**config.mk**
```make
export PLATFORM = sky130hd
export DESIGN_NAME = mult_req_sequencer
export DESIGN_NICKNAME = d
export VERILOG_FILES = /design/src/rtl/mult_req_sequencer.sv
export SDC_FILE = /design/constraint.sdc
export NUM_CORES = 1
export LEC_CHECK = 0
export CAP_MARGIN = 15
export CORE_ASPECT_RATIO = 0.9
export CORE_MARGIN = 2
export CORE_UTILIZATION = 55
export DETAILED_ROUTE_END_ITERATION = 8
export MAX_ROUTING_LAYER = met4
export PLACE_DENSITY_LB_ADDON = 0.05
export SLEW_MARGIN = 20
export SYNTH_ARGS = -nofsm -noshare
export SYNTH_HDL_FRONTEND = slang
export SYNTH_SLANG_ARGS = --single-unit
export TNS_END_PERCENT = 100
```
**constraint.sdc**
```tcl
create_clock -name clk -period 8 [get_ports clk]
set_clock_uncertainty 0.2 [all_clocks]
set_input_delay 1.6 -clock clk [delete_from_list [all_inputs] [get_ports clk]]
set_output_delay 1.6 -clock clk [all_outputs]
set_load 0.01 [all_outputs]
```
**src/rtl/mult_req_sequencer.sv**
```systemverilog
// Operand FIFO plus req/ack sequencer for the signed 16x16 multiplier.
// One multiplier transaction in flight; results leave on a valid/ready stream with a status code.
module mult_req_sequencer #(
    parameter int FIFO_DEPTH = 4,
    parameter int TIMEOUT    = 255
) (
    input  logic        clk,
    input  logic        rst,
    input  logic        in_valid,
    output logic        in_ready,
    input  logic [15:0] in_a,
    input  logic [15:0] in_b,
    input  logic [1:0]  in_par_inv,
    output logic [15:0] arg_a,
    output logic [15:0] arg_b,
    output logic        arg_a_parity,
    output logic        arg_b_parity,
    output logic        req,
    input  logic        ack,
    input  logic [31:0] result,
    input  logic        result_parity,
    input  logic        arg_parity_error,
    input  logic        result_rdy,
    output logic        res_valid,
    input  logic        res_ready,
    output logic [31:0] res_data,
    output logic [1:0]  res_status,
    output logic        busy
);
    localparam int AW = $clog2(FIFO_DEPTH);
    localparam int WW = $clog2(TIMEOUT + 1);
    localparam logic [AW:0] PTR_ONE = 1;
    localparam logic [WW-1:0] WD_ONE  = 1;
    localparam logic [WW-1:0] WD_LAST = WW'(TIMEOUT - 1);

    typedef enum logic [1:0] {IDLE, REQ, WAIT_RES, OUT} state_t;

    state_t         state_q;
    logic [33:0]    mem_q [FIFO_DEPTH];
    logic [AW:0]    wr_ptr_q, wr_ptr_d, rd_ptr_q, rd_ptr_d;
    logic           empty, full, push, pop;
    logic [33:0]    head;
    logic [WW-1:0]  wdog_q;
    logic [15:0]    arg_a_q, arg_b_q;
    logic           arg_a_par_q, arg_b_par_q, req_q, res_valid_q;
    logic [31:0]    res_data_q;
    logic [1:0]     res_status_q;
    logic [1:0]     cap_status;
    logic [31:0]    cap_data;

    // Extra pointer MSB separates full (MSBs differ) from empty (pointers equal).
    assign empty    = (wr_ptr_q == rd_ptr_q);
    assign full     = (wr_ptr_q[AW] != rd_ptr_q[AW]) && (wr_ptr_q[AW-1:0] == rd_ptr_q[AW-1:0]);
    assign in_ready = ~full;
    assign push     = in_valid & ~full;
    assign pop      = (state_q == IDLE) & ~empty;
    assign head     = mem_q[rd_ptr_q[AW-1:0]];
    assign wr_ptr_d = push ? wr_ptr_q + PTR_ONE : wr_ptr_q;
    assign rd_ptr_d = pop  ? rd_ptr_q + PTR_ONE : rd_ptr_q;

    always_ff @(posedge clk) begin
        if (push) mem_q[wr_ptr_q[AW-1:0]] <= {in_par_inv, in_b, in_a};
    end

    always_ff @(posedge clk or posedge rst) begin
        if (rst) begin
            wr_ptr_q <= '0;
            rd_ptr_q <= '0;
        end else begin
            wr_ptr_q <= wr_ptr_d;
            rd_ptr_q <= rd_ptr_d;
        end
    end

    // Arg parity error outranks a result parity mismatch.
    always_comb begin
        cap_status = 2'b00;
        cap_data   = result;
        if (arg_parity_error) begin
            cap_status = 2'b01;
            cap_data   = '0;
        end else if (result_parity != ^result) begin
            cap_status = 2'b10;
        end
    end

    always_ff @(posedge clk or posedge rst) begin
        if (rst) begin
            state_q      <= IDLE;
            wdog_q       <= '0;
            arg_a_q      <= '0;
            arg_b_q      <= '0;
            arg_a_par_q  <= 1'b0;
            arg_b_par_q  <= 1'b0;
            req_q        <= 1'b0;
            res_valid_q  <= 1'b0;
            res_data_q   <= '0;
            res_status_q <= '0;
        end else begin
            case (state_q)
                IDLE: begin
                    if (!empty) begin
                        arg_a_q     <= head[15:0];
                        arg_b_q     <= head[31:16];
                        arg_a_par_q <= ^head[15:0] ^ head[32];
                        arg_b_par_q <= ^head[31:16] ^ head[33];
                        req_q       <= 1'b1;
                        wdog_q      <= '0;
                        state_q     <= REQ;
                    end
                end
                REQ: begin
                    wdog_q <= wdog_q + WD_ONE;
                    if (wdog_q == WD_LAST) begin
                        req_q        <= 1'b0;
                        res_status_q <= 2'b11;
                        res_data_q   <= '0;
                        res_valid_q  <= 1'b1;
                        state_q      <= OUT;
                    end else if (ack) begin
                        req_q <= 1'b0;
                        if (result_rdy) begin
                            res_status_q <= cap_status;
                            res_data_q   <= cap_data;
                            res_valid_q  <= 1'b1;
                            state_q      <= OUT;
                        end else begin
                            state_q <= WAIT_RES;
                        end
                    end
                end
                WAIT_RES: begin
                    wdog_q <= wdog_q + WD_ONE;
                    if (wdog_q == WD_LAST) begin
                        res_status_q <= 2'b11;
                        res_data_q   <= '0;
                        res_valid_q  <= 1'b1;
                        state_q      <= OUT;
                    end else if (result_rdy) begin
                        res_status_q <= cap_status;
                        res_data_q   <= cap_data;
                        res_valid_q  <= 1'b1;
                        state_q      <= OUT;
                    end
                end
                OUT: begin
                    if (res_ready) begin
                        res_valid_q <= 1'b0;
                        state_q     <= IDLE;
                    end
                end
                default: state_q <= IDLE;
            endcase
        end
    end

    assign arg_a        = arg_a_q;
    assign arg_b        = arg_b_q;
    assign arg_a_parity = arg_a_par_q;
    assign arg_b_parity = arg_b_par_q;
    assign req          = req_q;
    assign res_valid    = res_valid_q;
    assign res_data     = res_data_q;
    assign res_status   = res_status_q;
    assign busy         = (state_q != IDLE) | ~empty;

endmodule

```
# After elaboration in Yosys (flattened, before gate mapping)
# Memory sizes are Yosys's and may differ from the RTL's.
# Cells that the tools add are included.
# classes
addsub	3
eq_ne	12
mux	35
bitwise_logic	7
reduce_logical	17
# ops
operator	count
$mux W32	5
$pmux W32 S2	1
$reduce_xor A16 Y1	2
$reduce_xor A32 Y1	1
$mux W2	12
$pmux W8 S2	1
$mux W1	11
$add A8 B1 Y8 const B	1
$eq A8 B8 Y1 const B	1
$mux W8	1
$pmux W2 S4	1
$reduce_bool A2 Y1	4
$add A3 B1 Y3 const B	2
$ne A3 B3 Y1 const B	2
$reduce_and A2 Y1	3
$reduce_and A3 Y1	2
$eq A2 B2 Y1 const B	2
$ne A2 B2 Y1 const B	2
$pmux W2 S2	1
$reduce_and A4 Y1	1
$eq A3 B3 Y1	1
$pmux W1 S3	1
$reduce_bool A3 Y1	1
$and A1 B1 Y1	2
10 further kinds	13
# totals
reg_bits	86
mem_bits_rw	136
input_bits	74
elab_cells	87
memories	1
# mem_list
name	depth	word_bits	rd	rd_clocked_by_memory_dff	wr	line_no	source
mem_q	4	34	1	0	1	39	logic [33:0] mem_q [FIFO_DEPTH];

# Depth between registers and ports, before layout
# logic_depth
ltp_word	8
depth_mapped	11
mapped_depth_nobuf	8

# Worst setup path before layout
# OpenSTA, ideal clock, no wires.
# synth_timing
path_kind	input to register
from	input port result[17]
to	register res_status_q[1] (netlist: res_status[1])
arrival_time_ns	2.906
required_ns	7.675
setup_slack_ns	4.770
cell_stages	7
cell_sequence	xor2_1 -> xnor2_1 -> xnor2_1 -> xnor3_1 -> xnor2_1 -> o21ai_0 -> mux2_2
# synth_between
elab_chain_cells	8
word_cells_on_any_way	9
# synth_lines
element	line_no	source
start, declared	20	input logic [31:0] result,
$reduce_xor A32 Y1 *	82	end else if (result_parity != ^result) begin
$ne A1 B1 Y1 *	82	
$mux W2 *	82	
$mux W2 *	79	if (arg_parity_error) begin
$mux W2 *	122, 139	
$mux W2	120	end else if (ack) begin
$mux W2	114	if (wdog_q == WD_LAST) begin
$pmux W2 S2 *	100	case (state_q)
end signal, assigned	123	res_status_q <= cap_status;
end signal, assigned	140	res_status_q <= cap_status;
end, declared	47	logic [1:0] res_status_q;
# Mark *: on every way between the ends. The rest lies on a longest branch, timed or not. The select of a mux whose other input is x is not followed.
# A chain may end at the register's enable or synchronous reset.

# Final worst setup path
# layout_timing
from	register state_q[0]
to	output port busy
# layout_between
elab_chain_cells	2
# layout_lines
element	line_no	source
start, declared	38	state_t state_q;
start signal, assigned	89	state_q <= IDLE;
start signal, assigned	109	state_q <= REQ;
start signal, assigned	119	state_q <= OUT;
$reduce_bool A2 Y1	165	assign busy = (state_q != IDLE) | ~empty;
$or A1 B1 Y1	165	
end, declared	28	output logic busy
# No other way between the ends.

==> results.json <==
{
  "synthTopCellsByArea": "sky130_fd_sc_hd__edfxtp_1 45%, sky130_fd_sc_hd__dfrtp_1 24%, sky130_fd_sc_hd__mux4_2 6.7%, sky130_fd_sc_hd__xnor2_1 5.7%, sky130_fd_sc_hd__mux2_2 4.3%",
  "power.static_leakage_nw": 4.25,
  "cp_num_buf_inv": 2,
  "power.switching_w": 0.00166,
  "final_layout_size_suffix_gt1_frac": 0.169,
  "core_region_area_sq_um": 16100,
  "crit_slowest_cell": "sky130_fd_sc_hd__clkdlybuf4s50_1",
  "first_pass_grt_wire_length_um": 28400,
  "final_cell_count_no_fill": 882,
  "post_synth.cell_area_avg_sq_um": 18.0,
  "cts_root_buffer": "sky130_fd_sc_hd__clkbuf_16",
  "grt_max_degree": 46,
  "switching_share": 0.327,
  "worstPathArrival_ps": 2240,
  "start_util": 0.562,
  "htreeDepth": 1,
  "drcViolationCount": 0,
  "antenna_found_initial": 0,
  "rsz0062_at_grt": "false",
  "wl_um": 17800,
  "seq_power_share": 0.350,
  "setup_violations": 0,
  "timing.critical_path.cells": "inv_1 -> ha_1 -> nand4_1 -> clkdlybuf4s50_1",
  "postSynth.asyncResetShare": 0.387,
  "min_period_ps": 4040,
  "timing_worst_slew_pin_value_ps": 1000,
  "share_of_the_synthesized_area_in_the_top_cell_type": 0.451,
  "design.final.nets": 745,
  "antennaDiodeCount": 0,
  "pwr-share-comb": 0.443,
  "buffer_ports.inserted": 145,
  "synth_cell_type_count": 33,
  "vdd_drop_max_mv": 0.301,
  "worstSkewPairLatency_ps": 520,
  "die_ar_sq_um": 17500,
  "synthDominantAreaCellType": "sky130_fd_sc_hd__edfxtp_1",
  "cell_total_after_placement": 841,
  "fill_cells": 1034,
  "dp_hpwl_um": 11100,
  "post-route-period-util": 0.505,
  "global_route.usage.total": 0.213,
  "min_path_type": "register to register",
  "clockPowerShare": 0.207,
  "synthesis.nets": 590,
  "crit_family": "buffers and inverters",
  "p_int_w": 0.00342,
  "post-place-ws_ps": 3950,
  "final_core_utilization": 0.710,
  "outcome": "finished clean",
  "dr.first_iter.drc_count": 177,
  "mappedNetlistArea_sq_um": 9060,
  "power_density_nw_per_um2": 444,
  "worstPathMaxFanout": 6,
  "worst-setup-path-type": "register to output port",
  "fmaxAchievable_ghz": 0.248,
  "hold_bufs_at_cts": 0,
  "yosys_register_bits": 222,
  "standard_cell_row_count": 44,
  "post-synth-top-count-cell": "sky130_fd_sc_hd__edfxtp_1",
  "netlist_top_cells_count": "136 x sky130_fd_sc_hd__edfxtp_1, 86 x sky130_fd_sc_hd__dfrtp_1, 59 x sky130_fd_sc_hd__xnor2_1",
  "synth-main-ff-cell": "sky130_fd_sc_hd__edfxtp_1",
  "path_clk_slew_ps": 60,
  "post_drt_via_cell_ratio": 5.55,
  "tritoncts_num_sinks": 222,
  "post-cts-setup-buffers": 0,
  "detail-route-antenna-nets": 0,
  "synth-warning-count": 0,
  "synth_enable_flop_cells": 136,
  "synth_seq_area_share": 0.688,
  "max_cap_viol_count": 0,
  "tritoncts_clock_tree": "done",
  "cts_buffers": 23,
  "worst_setup_path_start_kind": "register",
  "area_growth_syn_to_layout_pct": 26.3,
  "wire_per_inst_um": 20.2,
  "setup_tns_ps": 0,
  "final_slew_viol_count": 0,
  "drt-pass1-iter-count": 6,
  "finalWeightedCongestion": 0.797,
  "post-route-worst-setup-slack_ps": 3960,
  "cts.repair.resized": 0,
  "dr_total_vias": 4897,
  "chipWidth_um": 139,
  "cts_buffer_depth": 3,
  "die_height_um": 126,
  "grt.overflow.total": 0,
  "io-pin-count": 146,
  "worst_setup_path_end_kind": "output port",
  "final_hold_viol_count": 0,
  "total_power_w": 0.00509,
  "first_global_vias": 5270,
  "worst_path_largest_cell_delay_ps": 570,
  "cp_data_required_time_ps": 6200,
  "synth_cells": 504,
  "relSlewSlack": 0.334
}
[kinds of logic (layout without fill, tap and decap cells)]
| family | after synthesis | after routing | synth area share |
|---|---|---|---|
| DFF | 222 | 222 | 0.688 |
| adders and majority gates | 12 | 12 | 0.0166 |
| AOI/OAI and AO/OA | 53 | 53 | 0.0445 |
| and+or+nand+nor | 46 | 46 | 0.0258 |
| muxes | 70 | 70 | 0.132 |
| xor gates and xnor gates | 75 | 75 | 0.0756 |
| buffers and inverters | 26 | 197 | 0.0175 |
[per-stage QoR]
step / hold WS [ps] / area [sq um]
floorplan: 262 / 9060
global placement: 274 / 10700
detailed placement: 285 / 10700
CTS: 299 / 11400
global route: 316 / 11400
finish: 290 / 11400
[final cells by class]
type / count / area (sq um) / area share
Clock inverter: 13 / 141 / 0.0123
Tap cell: 207 / 259 / 0.0226
Clock buffer: 28 / 614 / 0.0537
Sequential cell: 222 / 6240 / 0.545
Timing Repair Buffer: 149 / 1480 / 0.129
Multi-Input combinational cell: 256 / 2690 / 0.235
Inverter: 7 / 27.5 / 0.00240
[layer usage]
| layer | up-vias | global-route usage | routed length, um |
|---|---|---|---|
| li1 | 2238 | - | - |
| met1 | 2501 | 0.284 | 7600 |
| met2 | 131 | 0.351 | 8960 |
| met3 | 27 | 0.0395 | 941 |
| met4 | 0 | 0.0422 | 282 |
| met5 | - | - | 0 |
[cell usage in the layout, fill, tap and decap left out, types with 3 or more instances in the layout]
master and instances:
sky130_fd_sc_hd__clkbuf_16 23, sky130_fd_sc_hd__edfxtp_1 136, sky130_fd_sc_hd__mux4_2 27, sky130_fd_sc_hd__dfrtp_1 85, sky130_fd_sc_hd__xnor2_1 59, sky130_fd_sc_hd__clkbuf_1 3, sky130_fd_sc_hd__and3_2 4, sky130_fd_sc_hd__o21ai_0 10
sky130_fd_sc_hd__inv_1 6, sky130_fd_sc_hd__nand2_1 12, sky130_fd_sc_hd__a22o_1 34, sky130_fd_sc_hd__buf_4 4, sky130_fd_sc_hd__xor2_1 13, sky130_fd_sc_hd__mux4_1 7, sky130_fd_sc_hd__nand3_1 4, sky130_fd_sc_hd__mux2_2 35
sky130_fd_sc_hd__clkinvlp_4 5, sky130_fd_sc_hd__clkinv_2 5, sky130_fd_sc_hd__clkdlybuf4s50_1 145, sky130_fd_sc_hd__ha_1 12, sky130_fd_sc_hd__nor2_1 11, sky130_fd_sc_hd__a21oi_1 4
[tightest hold or removal path, delay by kind of cell, from the launching register on]
kind | cells | cell delay [ps]
simple gates | 1 | 50
compound gates | 1 | 60
flops | 1 | 340
[registers in the layout, indices dropped and copies added, names as in the netlist]
signal / cells
rd_ptr_q: 3
req: 1
res_valid: 1
wdog_q: 8
res_data: 32
state_q: 2
mem_q: 136
wr_ptr_q: 3
arg_b: 16
arg_b_parity: 1
arg_a: 16
arg_a_parity: 1
res_status: 2
[power groups by stage]
stage	clock [W]	combinational, W	sequential (W)
2_1_floorplan	0	0.00147	0.00184
3_3_place_gp	0	0.00225	0.00178
3_5_place_dp	0	0.00230	0.00180
4_1_cts	0.00107	0.00230	0.00179
5_1_grt	0.00112	0.00243	0.00182
6_report	0.00105	0.00225	0.00178
[final timing paths]
| check | start | to | slack, ps | cells past startpoint |
|---|---|---|---|---|
| worst max-delay path | state_q[0]$_DFFE_PP0P_ | busy | 3960 | 4 |
| worst min-delay path | arg_b_parity$_DFFE_PP0P_ | arg_b_parity$_DFFE_PP0P_ | 290 | 2 |
| worst max register to register | rd_ptr_q[0]$_DFFE_PP0P_ | arg_a_parity$_DFFE_PP0P_ | 4960 | 8 |
| worst min register to register | arg_b_parity$_DFFE_PP0P_ | arg_b_parity$_DFFE_PP0P_ | 290 | 2 |
| max in group asynchronous | rst | rd_ptr_q[0]$_DFFE_PP0P_ | 5130 | 3 |
| min in group asynchronous | rst | res_data[2]$_DFFE_PP0P_ | 1330 | 2 |
Power figures use the tool's default switching activity.
